### config.mk
export PLATFORM = sky130hd
export DESIGN_NAME = hwag_ign_channel_flat
export DESIGN_NICKNAME = d
export VERILOG_FILES = /design/src/rtl/hwag_pkg.sv /design/src/rtl/hwag_ign_channel_if.sv /design/src/rtl/hwag_cycle_angle.sv /design/src/rtl/hwag_ign_channel.sv /design/src/flat_wrapper.sv
export SDC_FILE = /design/constraint.sdc
export NUM_CORES = 1
export LEC_CHECK = 0
export ABC_CLOCK_PERIOD_IN_PS = 9400
export CORE_UTILIZATION = 60
export DETAILED_ROUTE_END_ITERATION = 8
export GPL_ROUTABILITY_DRIVEN = 0
export PLACE_DENSITY = 0.85
export SETUP_SLACK_MARGIN = 0.4
export SYNTH_ARGS = -nofsm -noshare
export SYNTH_HDL_FRONTEND = slang
export SYNTH_HIERARCHICAL = 1
export SYNTH_SLANG_ARGS = --single-unit
### constraint.sdc
create_clock -name clk -period 9.4 [get_ports clk]
set_input_delay 1.88 -clock clk [delete_from_list [all_inputs] [get_ports clk]]
set_output_delay 1.88 -clock clk [all_outputs]
set_load 0.05 [all_outputs]
### src/rtl/hwag_pkg.sv
// Shared constants and types for the angle-generator output channels.
// Crank angle runs 0..3839 per revolution; the engine cycle spans two revolutions.
package hwag_pkg;

    localparam int ANGLE_W       = 24;
    localparam int CYC_W         = 13;
    localparam int DWELL_W       = 24;
    localparam int ANG_PER_REV   = 3840;
    localparam int ANG_PER_CYCLE = 7680;

    typedef enum logic [1:0] {
        OFF     = 2'd0,
        ARMED   = 2'd1,
        ON      = 2'd2,
        LOCKOUT = 2'd3
    } ign_state_t;

endpackage

### src/rtl/hwag_ign_channel_if.sv
// Configuration and status bus of one ignition/injection channel.
interface hwag_ign_channel_if #(
    parameter int CYC_W   = 13,
    parameter int DWELL_W = 24
);
    // wr_en is a single-cycle write strobe with no back-pressure: every cycle it is
    // high, wr_set/wr_reset/wr_max_dwell are captured into the shadow registers.
    logic               wr_en;
    logic [CYC_W-1:0]   wr_set;
    logic [CYC_W-1:0]   wr_reset;
    logic [DWELL_W-1:0] wr_max_dwell;
    logic               pending;
    logic               dwell_tmo;

    modport master (
        output wr_en, wr_set, wr_reset, wr_max_dwell,
        input  pending, dwell_tmo
    );

    modport slave (
        input  wr_en, wr_set, wr_reset, wr_max_dwell,
        output pending, dwell_tmo
    );

endinterface

### src/rtl/hwag_cycle_angle.sv
// Extends the crank angle counter to a 720-degree engine-cycle angle and flags
// angle events and cycle wraps; one instance can feed several channels.
module hwag_cycle_angle #(
    parameter int ANGLE_W = 24,
    parameter int CYC_W   = 13
) (
    input  logic               clk,
    input  logic               rst,
    input  logic               hwag_start,
    input  logic [ANGLE_W-1:0] acnt,
    input  logic               cam_phase,
    output logic [CYC_W-1:0]   cyc_angle,
    output logic               ang_evt,
    output logic               cyc_wrap
);
    import hwag_pkg::*;

    localparam int REV_MAX = ANG_PER_REV - 1;

    logic [CYC_W-1:0] acnt_c;
    logic [CYC_W-1:0] acnt_q, acnt_d;
    logic [CYC_W-1:0] cyc_prev_q, cyc_prev_d;
    logic             start_q, start_d;
    logic             phase_q, phase_d;
    logic             evt_q, evt_d;
    logic             evt_now;

    always_comb begin
        acnt_c  = (acnt > ANGLE_W'(REV_MAX)) ? CYC_W'(REV_MAX) : acnt[CYC_W-1:0];
        evt_now = hwag_start && (acnt_c != acnt_q);

        phase_d = phase_q;
        if (hwag_start && !start_q) begin
            phase_d = cam_phase;
        end else if (evt_now && (acnt_q == CYC_W'(REV_MAX)) && (acnt_c == '0)) begin
            phase_d = ~phase_q;
        end

        acnt_d     = acnt_c;
        start_d    = hwag_start;
        // The event flag is delayed so it lines up with the angle it produced.
        evt_d      = evt_now;
        cyc_prev_d = cyc_angle;
    end

    always_ff @(posedge clk) begin
        if (rst) begin
            acnt_q     <= '0;
            cyc_prev_q <= '0;
            start_q    <= 1'b0;
            phase_q    <= 1'b0;
            evt_q      <= 1'b0;
        end else begin
            acnt_q     <= acnt_d;
            cyc_prev_q <= cyc_prev_d;
            start_q    <= start_d;
            phase_q    <= phase_d;
            evt_q      <= evt_d;
        end
    end

    assign cyc_angle = phase_q ? (acnt_q + CYC_W'(ANG_PER_REV)) : acnt_q;
    assign ang_evt   = evt_q;
    assign cyc_wrap  = (cyc_angle == '0) && (cyc_prev_q != '0);

endmodule

### src/rtl/hwag_ign_channel.sv
// One ignition/injection output: on between double-buffered set/reset angles,
// with a clock-based maximum-dwell guard that locks the output off until the next cycle.
module hwag_ign_channel #(
    parameter int ANGLE_W = 24,
    parameter int CYC_W   = 13,
    parameter int DWELL_W = 24
) (
    input  logic                 clk,
    input  logic                 rst,
    input  logic                 hwag_start,
    input  logic [ANGLE_W-1:0]   acnt,
    input  logic                 cam_phase,
    hwag_ign_channel_if.slave    cfg,
    output logic                 out,
    output logic [CYC_W-1:0]     cyc_angle,
    output hwag_pkg::ign_state_t state
);
    import hwag_pkg::*;

    ign_state_t         state_q, state_d;
    logic [CYC_W-1:0]   set_q, set_d, reset_q, reset_d;
    logic [CYC_W-1:0]   sh_set_q, sh_set_d, sh_reset_q, sh_reset_d;
    logic [DWELL_W-1:0] maxd_q, maxd_d, sh_maxd_q, sh_maxd_d;
    logic [DWELL_W-1:0] dwell_q, dwell_d, dwell_inc;
    logic               pending_q, pending_d;
    logic               tmo_q, tmo_d;
    logic               ang_evt, cyc_wrap;
    logic               set_hit, reset_hit, dwell_hit, tmo_fire, apply;

    hwag_cycle_angle #(.ANGLE_W(ANGLE_W), .CYC_W(CYC_W)) u_cycle_angle (
        .clk        (clk),
        .rst        (rst),
        .hwag_start (hwag_start),
        .acnt       (acnt),
        .cam_phase  (cam_phase),
        .cyc_angle  (cyc_angle),
        .ang_evt    (ang_evt),
        .cyc_wrap   (cyc_wrap)
    );

    // dwell_inc counts the current ON cycle too, so the pulse lasts exactly max_dwell clocks.
    always_comb begin
        dwell_inc = (dwell_q == {DWELL_W{1'b1}}) ? dwell_q : dwell_q + 1'b1;
        dwell_hit = (maxd_q != '0) && (dwell_inc >= maxd_q);
        set_hit   = ang_evt && (cyc_angle == set_q) && (set_q != reset_q);
        reset_hit = ang_evt && (cyc_angle == reset_q);
        tmo_fire  = hwag_start && (state_q == ON) && !reset_hit && dwell_hit;
    end

    always_comb begin
        state_d = state_q;
        if (!hwag_start) begin
            state_d = OFF;
        end else begin
            case (state_q)
                OFF:     state_d = ARMED;
                ARMED:   if (set_hit) state_d = ON;
                ON: begin
                    if (reset_hit)      state_d = ARMED;
                    else if (dwell_hit) state_d = LOCKOUT;
                end
                LOCKOUT: if (cyc_wrap) state_d = ARMED;
                default: state_d = OFF;
            endcase
        end
    end

    always_comb begin
        out   = (state_q == ON);
        state = state_q;
    end

    // A write landing on a wrap stays in shadow; the copy takes the older shadow value.
    always_comb begin
        apply      = (state_q == OFF) || cyc_wrap;
        set_d      = apply ? sh_set_q   : set_q;
        reset_d    = apply ? sh_reset_q : reset_q;
        maxd_d     = apply ? sh_maxd_q  : maxd_q;
        sh_set_d   = cfg.wr_en ? cfg.wr_set       : sh_set_q;
        sh_reset_d = cfg.wr_en ? cfg.wr_reset     : sh_reset_q;
        sh_maxd_d  = cfg.wr_en ? cfg.wr_max_dwell : sh_maxd_q;
        pending_d  = cfg.wr_en ? 1'b1 : (apply ? 1'b0 : pending_q);
        tmo_d      = tmo_fire  ? 1'b1 : (cfg.wr_en ? 1'b0 : tmo_q);
        dwell_d    = (state_q == ON) ? dwell_inc : '0;
    end

    always_ff @(posedge clk) begin
        if (rst) begin
            state_q    <= OFF;
            set_q      <= '0;
            reset_q    <= '0;
            maxd_q     <= '0;
            sh_set_q   <= '0;
            sh_reset_q <= '0;
            sh_maxd_q  <= '0;
            dwell_q    <= '0;
            pending_q  <= 1'b0;
            tmo_q      <= 1'b0;
        end else begin
            state_q    <= state_d;
            set_q      <= set_d;
            reset_q    <= reset_d;
            maxd_q     <= maxd_d;
            sh_set_q   <= sh_set_d;
            sh_reset_q <= sh_reset_d;
            sh_maxd_q  <= sh_maxd_d;
            dwell_q    <= dwell_d;
            pending_q  <= pending_d;
            tmo_q      <= tmo_d;
        end
    end

    assign cfg.pending   = pending_q;
    assign cfg.dwell_tmo = tmo_q;

endmodule

### src/flat_wrapper.sv
// flat-port wrapper written by rule: the top's interface ports become plain ports
module hwag_ign_channel_flat import hwag_pkg::*;
#(
    parameter int ANGLE_W = 24,
    parameter int CYC_W   = 13,
    parameter int DWELL_W = 24
)
  (clk, rst, hwag_start, acnt, cam_phase, out, cyc_angle, state, cfg_wr_en, cfg_wr_set, cfg_wr_reset, cfg_wr_max_dwell, cfg_pending, cfg_dwell_tmo);
  hwag_ign_channel_if #(.CYC_W(CYC_W), .DWELL_W(DWELL_W)) cfg_i ();
  input  logic clk;
  input  logic rst;
  input  logic hwag_start;
  input  logic [ANGLE_W-1:0] acnt;
  input  logic cam_phase;
  output logic out;
  output logic [CYC_W-1:0] cyc_angle;
  output hwag_pkg::ign_state_t state;
  input wire logic [$bits(cfg_i.wr_en)-1:0] cfg_wr_en;
  input wire logic [$bits(cfg_i.wr_set)-1:0] cfg_wr_set;
  input wire logic [$bits(cfg_i.wr_reset)-1:0] cfg_wr_reset;
  input wire logic [$bits(cfg_i.wr_max_dwell)-1:0] cfg_wr_max_dwell;
  output wire logic [$bits(cfg_i.pending)-1:0] cfg_pending;
  output wire logic [$bits(cfg_i.dwell_tmo)-1:0] cfg_dwell_tmo;
  assign cfg_i.wr_en = cfg_wr_en;
  assign cfg_i.wr_set = cfg_wr_set;
  assign cfg_i.wr_reset = cfg_wr_reset;
  assign cfg_i.wr_max_dwell = cfg_wr_max_dwell;
  assign cfg_pending = cfg_i.pending;
  assign cfg_dwell_tmo = cfg_i.dwell_tmo;
  hwag_ign_channel #(.ANGLE_W(ANGLE_W), .CYC_W(CYC_W), .DWELL_W(DWELL_W)) u_core (.clk(clk), .rst(rst), .hwag_start(hwag_start), .acnt(acnt), .cam_phase(cam_phase), .cfg(cfg_i), .out(out), .cyc_angle(cyc_angle), .state(state));
endmodule
Word-level counts from Yosys, hierarchy flattened
Cells that the tools add are included.
{"block": "word_totals", "ff_bits": 157, "input_bits": 79, "out_inout_bits": 18, "elab_cells": 74}
{"block": "classes", "n_addsub": 2, "order_cmp": 2, "eq_ne": 12, "n_mux": 14, "bitwise": 3, "reduce_logical": 26}
{"cell": "== test 13 bit", "count": 2}
{"cell": "logical NOT 13 bit", "count": 2}
{"cell": "2-to-1 mux 13 bit", "count": 2}
{"cell": "!= test 13 bit", "count": 2}
{"cell": "adder 24 x 1 -> 24 bit (second input constant)", "count": 1}
{"cell": "== test 24 bit (second input constant)", "count": 1}
{"cell": "greater-or-equal comparator 24 bit", "count": 1}
{"cell": "> comparator 24 x 12 -> 1 bit (second input constant)", "count": 1}
{"cell": "2-to-1 mux 24 bit", "count": 1}
{"cell": "nonzero test 24 bit", "count": 1}
{"cell": "adder 13 x 12 -> 13 bit (second input constant)", "count": 1}
{"cell": "== test 13 x 12 -> 1 bit (second input constant)", "count": 1}
{"cell": "nonzero test 13 bit", "count": 1}
{"cell": "logical AND 1 bit", "count": 12}
{"cell": "2-to-1 mux 2 bit", "count": 4}
{"cell": "one-hot mux 2 bit (4 select lines)", "count": 1}
{"cell": "2-to-1 mux 1 bit", "count": 6}
{"cell": "nonzero test 2 bit", "count": 3}
{"cell": "== test 2 bit (second input constant)", "count": 2}
{"cell": "!= test 2 x 1 -> 1 bit (second input constant)", "count": 2}
{"cell": "OR reduction 2 bit", "count": 2}
{"cell": "!= test 3 x 1 -> 1 bit (second input constant)", "count": 1}
{"cell": "NOT 1 bit", "count": 3}
{"cell": "AND reduction 3 bit", "count": 1}
{"cell": "other kinds (4)", "count": 5}

Logic depth before layout (Yosys ltp)
Gate-level depths: netlist of run 1.
{"block": "logic_depth", "word_depth": 8, "depth_mapped": 15, "depth_no_buf": 15}

Hierarchy
Netlist of run 1, hierarchy kept.
{"module": "hwag_ign_channel", "n_inst": 1, "cells_per_inst": 688, "area_each_um2": 5989.5, "seq_area_each_um2": 2562.5}
{"module": "hwag_cycle_angle", "n_inst": 1, "cells_per_inst": 170, "area_each_um2": 1510.2, "seq_area_each_um2": 580.6}

Worst setup path after synthesis of run 1
Ideal clock, no wire load.
{"block": "synth_timing", "kind": "register to output", "from": "register u_core.u_cycle_angle.acnt_q[8]", "to": "output cyc_angle[12]", "t_arrival_ps": 1787, "t_required_ps": 7520, "setup_slack_ps": 5733, "stages_incl_launch_ff": 6, "path_buffers": 0, "cell_sequence": "dfxtp_1 > inv_1 > ha_1 > nand2_1 > nand2_1 > xnor2_1"}
{"block": "synth_between", "elab_chain_cells": 2}
{"item": "start, declared", "line_no": "hwag_cycle_angle.sv:21", "source": "logic [CYC_W-1:0] acnt_q, acnt_d;"}
{"item": "start signal, assigned", "line_no": "hwag_cycle_angle.sv:54", "source": "acnt_q <= acnt_d;"}
{"item": "adder 13 x 12 -> 13 bit", "line_no": "hwag_cycle_angle.sv:62", "source": "assign cyc_angle = phase_q ? (acnt_q + CYC_W'(ANG_PER_REV)) : acnt_q;"}
{"item": "2-to-1 mux 13 bit", "line_no": "hwag_cycle_angle.sv:62"}
{"item": "end, declared", "line_no": "flat_wrapper.sv:16", "source": "output logic [CYC_W-1:0] cyc_angle;"}
No other way between the ends.

Worst setup path in the final report of run 1
Ends and elaborated chain as after synthesis.

==> results of run 1 <==
-- registers in the layout, indices dropped and copies added (netlist names) --
register	flops
u_core/dwell_q	24
u_core/maxd_q	24
u_core/sh_maxd_q	24
u_core/reset_q	13
u_core/set_q	13
u_core/sh_reset_q	13
u_core/sh_set_q	13
u_core/u_cycle_angle/acnt_q	13
u_core/u_cycle_angle/cyc_prev_q	13
u_core/state	2
u_core/cfg.dwell_tmo	1
u_core/cfg.pending	1
u_core/u_cycle_angle/ang_evt	1
u_core/u_cycle_angle/phase_q	1
u_core/u_cycle_angle/start_q	1
-- stage by stage --
| stage | std cells | hold WS, ps | worst slack [ps] | power, mW | area, µm² |
|---|---|---|---|---|---|
| after floorplan | 858 | 435.7 | 5733 | 0.8444 | 7500 |
| after global placement | 1079 | 445.0 | 5158 | 0.9112 | 8478 |
| after detailed placement | 1079 | 447.4 | 5049 | 0.9159 | 8478 |
| after CTS | 1110 | 457.1 | 4782 | 1.525 | 9006 |
| after global routing | 1110 | 474.7 | 4669 | 1.579 | 9006 |
| final | 1110 | 455.8 | 4782 | 1.520 | 9006 |
-- worst paths after layout --
check	start	to	slack (ps)
hold reg to reg	u_core/sh_reset_q[11]	u_core/reset_q[11]	460
setup / recovery	u_core/u_cycle_angle/acnt_q[8]	cyc_angle[12]	4780
setup reg to reg	u_core/dwell_q[0]	u_core/state[0]	5170
hold / removal	u_core/sh_reset_q[11]	u_core/reset_q[11]	460
-- logic make-up (layout without fill, tap and decap cells) --
kind of cell | count (synthesis) | after routing | synth area share, %
compound gates | 101 | 101 | 8.092
xor+xnor | 67 | 67 | 8.125
fa+ha+maj | 31 | 31 | 5.172
buf+inv | 85 | 169 | 4.771
flops | 157 | 157 | 41.91
mux | 56 | 56 | 7.574
other cells | 1 | 1 | 0.05000
simple gates | 360 | 360 | 24.31
-- synth_stat cells (2+ instances only) --
| cell | n |
|---|---|
| a2111oi_0 | 2 |
| a211oi_1 | 3 |
| a21oi_1 | 64 |
| a31oi_1 | 2 |
| a32oi_1 | 3 |
| and2_1 | 2 |
| and3_1 | 4 |
| and3b_1 | 2 |
| and4_1 | 4 |
| buf_1 | 7 |
| buf_4 | 8 |
| clkbuf_1 | 28 |
| dfxtp_1 | 157 |
| ha_1 | 31 |
| inv_1 | 40 |
| mux2i_1 | 53 |
| nand2_1 | 132 |
| nand2b_1 | 6 |
| nand3_1 | 11 |
| nand3_2 | 2 |
| nand4_1 | 23 |
| nor2_1 | 90 |
| nor2_2 | 2 |
| nor2_4 | 3 |
| nor2b_1 | 31 |
| nor3_1 | 5 |
| nor3b_1 | 2 |
| nor4_1 | 17 |
| nor4_4 | 4 |
| o211ai_1 | 3 |
| o21a_1 | 2 |
| o21ai_0 | 8 |
| or2_2 | 4 |
| or3_1 | 2 |
| or4_1 | 2 |
| xnor2_1 | 44 |
| xor2_1 | 20 |
| xor2_2 | 3 |
-- per-layer routing --
| layer | up-vias | GRT usage [%] |
|---|---|---|
| met1 | 2974 | 38.69 |
| met3 | 20 | 5.260 |
| met4 | 0 | 10.30 |
| li1 | 3040 | - |
| met5 | - | 0 |
| met2 | 204 | 44.02 |
-- cell type report --
cell class / count / area [µm²]
clock buffers: 23 / 467.9
clock inverters: 8 / 60.06
fillers: 919 / 3105
inverters: 40 / 150.1
multi-input cells: 616 / 4006
flip-flops and latches: 157 / 3143
well taps: 168 / 210.2
repair buffers: 98 / 968.4
-- power groups by stage --
stage	registers [mW]	clock network (mW)	logic [mW]
floorplan	0.728	0	0.116
global placement	0.737	0	0.174
detailed placement	0.738	0	0.178
CTS	0.723	0.621	0.180
global route	0.727	0.655	0.197
finish	0.724	0.615	0.181
-- worst max-delay path, delay by kind of cell (launching register included) --
kind | cells | cell delay (ps)
flip-flops | 1 | 410
buffers and inverters | 2 | 1020
adder cells (fa/ha/maj) | 1 | 230
XOR/XNOR | 1 | 530
AND/OR/NAND/NOR | 2 | 140
==> results.md, run 1 <==
- Area delta synth->final: 20.09%
- Die ar.: 12,950 µm²
- Postcts setup bufs: 0
- Most frequent cells in the layout: dfxtp_1 (157), nand2_1 (132), clkdlybuf4s50_1 (94)
- Worst-skew pair later-pin latency: ~420 ps
- Most used DFF post-synth: dfxtp_1
- Vias: 6,238
- Yosys warns: 6
- Post-cts sizing count: 0
- CTS Hold Bufs: 0
- Worst-margin pin slew: 1134 ps
- CTS tree: yes
- DIE WIDTH: 113.8 µm
- Cell Int Power: 1.132 mW
- RSZ-0062 raised after global routing: no
- Vias in the first global route: 5,934
- CTS Sinks: ~160
- Critical path class: register to output port
- Clk buf depth: 2
- Fmax: 216.5 MHz
- Post-synthesis cell area: 7500 µm²
- GRT Total Usage: 28.07%
- First-pass GRT wire length: 28,720 µm
- Cell repeated most along the worst path: nand2_1
- FP Rows: 40
- Post-synth EDFFs: 0
- Die height: 113.8 µm
- Data required, critical path: between 7000 and 8000 ps
- Final min period: 4618 ps
- First-pass DRT Iterations: 4
- Met2 wire length: 8025 µm
- Share of cells above drive strength 1: approximately 6.4%
- Max Cap Viol: 0
- Fin crit share: 49.13%
- Max Transition Viols Final: 0
- Relative slew slack: 24.23%
- Initial antenna violation count: 0
- Wire length on met1: around 8100 µm
- Syn Inst Count: 858
- IO Port Bufs: 96
- Ant. Diodes: 0
- Critical Path Start Type: register
- Final Net Count: 1,040
- Cell Chain, Critical Path: inv_1, ha_1, nand2_1, nand2_1, xnor2_1, clkdlybuf4s50_1
- Largest stage delay on the critical path: 920 ps
- Num CTS Buffers: 17
- TNS Setup: 0 ps
- Routed WL: 17,220 µm
- Largest net degree at the start of global routing: 86
- WL/cell: 15.51 µm
- Core box area: between 10,000 and 15,000 µm²
- Highest routed layer: met4
- Setup violators final: 0
- LEAKAGE: 3.531 nW
- Syn Area/Cell: 8.741 µm²
- Synth Register Bits: 157
- CTS root buffer: clkbuf_16
- Switching power share of the total: 25.47%
- HP Class: register to register
- Register-to-Register Path Depth: 15
- Status: finished clean
- Fraction of registers with async set/reset: 0%
- Met3 wire length: 896 µm
- Crit end category: output port
- Synth cell types: 70
- Total gr overflow: 0
- ANT nets after route: 0
- Yosys top cell by area: dfxtp_1
- Switching component of the power: 0.3871 mW
- Comb pwr share: 11.9%
- Final hold vios: 0
- Commonest non-fill, non-tap cell in the layout: dfxtp_1
- Cells on Worst Hold Path: 2
- Util after Layout: 74.36%
- H-tree Lvls: 4
- Post-route DRC: 0
- VDD IR max: 0.1276 mV
- DP HPWL: 11,610 µm
- Max Clock Skew: 13.35 ps
- Syn Nets: 968
- Clock share of power: between 40% and 50%
- PwrDens: about 170 nW/µm²
- Top post-synthesis cells by area: dfxtp_1 (42%), mux2i_1 (7.1%), nand2_1 (6.6%)
- IO Pins: 97
- Initial Util: 61.92%
- Slowest CP cell: clkdlybuf4s50_1
- Post-synthesis sequential area ratio: a little over two fifths
- DR iter-0 viols: between 400 and 500
- Area share of the largest cell type after synthesis: 41.91%
- Vias/cell: 5.620
- Reg clk slew, reported paths: 60 ps
- Critical Path Fanout Max: 5
- CP arrival: 2740 ps
- Flop pwr share: a little under half
No activity file was read; power rests on OpenSTA's default activity.
==> inputs of run 2 (changes only) <==
--- a/config.mk
+++ b/config.mk
@@ -5,11 +5,11 @@
 export SDC_FILE = /design/constraint.sdc
 export NUM_CORES = 1
 export LEC_CHECK = 0
-export ABC_CLOCK_PERIOD_IN_PS = 9400
-export CORE_UTILIZATION = 60
+export ABC_CLOCK_PERIOD_IN_PS = 4320
+export CORE_UTILIZATION = 56
 export DETAILED_ROUTE_END_ITERATION = 8
 export GPL_ROUTABILITY_DRIVEN = 0
-export PLACE_DENSITY = 0.85
+export PLACE_DENSITY = 0.8
 export SETUP_SLACK_MARGIN = 0.4
 export SYNTH_ARGS = -nofsm -noshare
 export SYNTH_HDL_FRONTEND = slang
==> constraint.sdc (replaced) <==
create_clock -name clk -period 4.32 [get_ports clk]
set_input_delay 0.864 -clock clk [delete_from_list [all_inputs] [get_ports clk]]
set_output_delay 0.864 -clock clk [all_outputs]
set_load 0.05 [all_outputs]
==> run 2 against run 1 <==
Net effect:
- via count fell by 2.7%
- setup slack got worse by 4200 ps
- worst hold slack barely moved
- sequential power rose by 120%
- die area rose by 7.0%
- final area rose by 0.68%
- sequential share of layout area fell by 0.24 points
- global-route usage fell by 3.1 points
- highest routed layer unchanged
==> results.md, run 2 (synthesis gave the netlist of run 1 again) <==
- WL/cell: 14.78 µm (-4.7%)
- Top Registers: u_core/dwell_q: 24 flops, u_core/maxd_q: 24 flops, u_core/sh_maxd_q: 24 flops
- DIE WIDTH: 117.7 µm (+3.4%)
- Cell Chain, Critical Path: ha_2, inv_1, nor4_4, nand3_4, nand2_1, nor3_1, xor2_1, ha_1, nand2_1, nor2_1, or4b_2, a31oi_1, o21ai_0, a21oi_2, mux2i_1
- Hold path endpoint: u_core/maxd_q[9]
- Crit end category: register
- Initial antenna violation count: 0 (unchanged)
- Fmax: roughly 270 MHz
- Die height: 117.7 µm (+3.4%)
- Die ar.: 13,860 µm² (+7.0%)
- Cells on Worst Hold Path: 2 (unchanged)
- Post-Layout Cell Count: 1,116 (+0.54%)
- CTS Sinks: 157 (unchanged)
- Clk buf depth: 2 (unchanged)
- Relative slew slack: 24.69% (+0.46 points)
- TNS Setup: 0 ps (unchanged)
- GRT Total Usage: 24.96% (-3.1 points)
- First-pass GRT wire length: 27,820 µm (-3.1%)
- Num CTS Buffers: 17 (unchanged)
- Hold path start: u_core/sh_maxd_q[9]
- Fillers: 999 (+8.7%)
- Critical Path Start Type: register
- ANT nets after route: 0 (unchanged)
- Total gr overflow: 0 (unchanged)
- Final min period: 3757 ps
- HP Class: register to register
- Initial Util: 58.48% (-3.4 points)
- RSZ-0062 raised after global routing: no
- Final hold vios: 0 (unchanged)
- Commonest non-fill, non-tap cell in the layout: dfxtp_1
- Max Clock Skew: 9.026 ps (-4.325 ps)
- Placed cells: 1,084 (+0.46%)
- Share of cells above drive strength 1: 6.992% (+0.62 points)
- CP arrival: 4110 ps (+1370 ps)
- First-pass DRT Iterations: 6 (+2)
- Worst-skew pair later-pin latency: 430 ps (about the same)
- Register-to-Register Path Depth: 15 (unchanged)
- Post-route DRC: 0 (unchanged)
- Ant. Diodes: 0 (unchanged)
- Routed WL: 16,500 µm (-4.2%)
- Status: finished clean
- CTS tree: yes
- Data required, critical path: 4680 ps (-2840 ps)
- FP Rows: 41 (+2.5%)
- Critical path class: register to register
- Reg2Reg Setup Slack: 560 ps (-4610 ps)
- IO Pins: 97 (unchanged)
- Setup violators final: 0 (unchanged)
- Most frequent cells in the layout: dfxtp_1 (157), nand2_1 (132), clkdlybuf4s50_1 (94)
- Largest stage delay on the critical path: 620 ps (-300 ps)
- CTS root buffer: clkbuf_16
- VDD IR max: 0.2618 mV (+110%)
- Core box area: 12,820 µm² (+5.9%)
- Final Net Count: 1,042 (+0.19%)
- Max Transition Viols Final: 0 (unchanged)
- PwrDens: 371.7 nW/µm² (+120%)
- Slowest CP cell: or4b_2
- Launch point of the worst reg-to-reg path: u_core/dwell_q[0]
- Reg clk slew, reported paths: 60 ps (about the same)
- Reg-to-Reg End: u_core/state[1]
- DR iter-0 viols: 352 (-18%)
- Max Cap Viol: 0 (unchanged)
- Critical Path Fanout Max: 10 (+5)
- Cell repeated most along the worst path: nand2_1
- Vias: 6,067 (-2.7%)
- LEAKAGE: 3.557 nW (+0.75%)
- IO Port Bufs: 96 (unchanged)
- DP HPWL: 11,190 µm (-3.6%)
- Vias in the first global route: 5,737 (-3.3%)
- H-tree Lvls: 4 (unchanged)
- Vias/cell: 5.436 (-3.3%)
- Largest net degree at the start of global routing: 84 (-2.3%)
- Area delta synth->final: 20.90%
- Worst-margin pin slew: 1127 ps (-6.905 ps)
- Fin crit share: 86.96%
[run 2: cell types whose count changed in the layout (fill, tap and decap cells not counted), sizes merged]
cell	before	now
clkbuf	23	19
buf	4	6
clkinvlp	2	4
bufinv	0	1
inv	42	43
[run 2: report_power, final]
part           switching [mW]  internal (mW)
Combinational           0.206          0.185
Clock                   0.612          0.793
Sequential             0.0608           1.51
Total                   0.879           2.49
[run 2: worst max path at each step]
stage,end,cells past startpoint,startpoint
2_1_floorplan,u_core/state[0],15,u_core/dwell_q[0]
3_3_place_gp,u_core/state[1],15,u_core/dwell_q[0]
3_5_place_dp,u_core/state[1],15,u_core/dwell_q[0]
4_1_cts,u_core/state[1],15,u_core/dwell_q[0]
5_1_grt,u_core/state[1],15,u_core/dwell_q[0]
6_report,u_core/state[1],15,u_core/dwell_q[0]
[run 2: critical path, delay by kind of cell, from the launching register on]
kind                     cells  cell delay [ps]
AO/OA/AOI/OAI                3              620
adder cells (fa/ha/maj)      2              540
buffers and inverters        1              100
flip-flops                   1              410
AND/OR/NAND/NOR              7             1620
multiplexers                 1              220
XOR/XNOR                     1              160
[run 2: stage by stage]
step | hold slack [ps] | setup WS [ps] | total power, mW | cell area (µm²) | utilization, %
final | 456.1 | 563.2 | 3.371 | 9067 | 70.70
after global routing | 471.1 | 382.0 | 3.504 | 9067 | 70.70
after CTS | 460.0 | 443.5 | 3.386 | 9054 | 70.60
after detailed placement | 447.0 | 400.8 | 1.992 | 8491 | 66.20
after global placement | 445.5 | 492.9 | 1.985 | 8491 | 66.20
after floorplan | 435.7 | 815.6 | 1.837 | 7500 | -
[run 2: what timing repair did]
action / 4_1_cts / 5_1_grt
setup buffers: 0 / 1
hold buffers: 0 / 0
pin swaps: 0 / 1
gates resized for setup: 2 / 2
setup endpoints to repair: 2 / 3
[run 2: area by class of cell]
| type | instances | area (µm²) | share of cell area, % |
|---|---|---|---|
| multi-input cells | 616 | 4029 | 44.43 |
| repair buffers | 100 | 983.4 | 10.85 |
| clock buffers | 19 | 432.9 | 4.774 |
| clock inverters | 12 | 113.9 | 1.256 |
| inverters | 40 | 150.1 | 1.656 |
| well taps | 172 | 215.2 | 2.373 |
| flip-flops and latches | 157 | 3143 | 34.66 |
[run 2: layer usage]
layer / global-route usage (%) / up-vias / share of wire (%)
met5: 0 / - / 0
met4: 8.494 / 0 / 1.1
met3: 5.669 / 20 / 4.9
met2: 37.32 / 140 / 44
met1: 35.28 / 2846 / 50
li1: - / 3061 / -
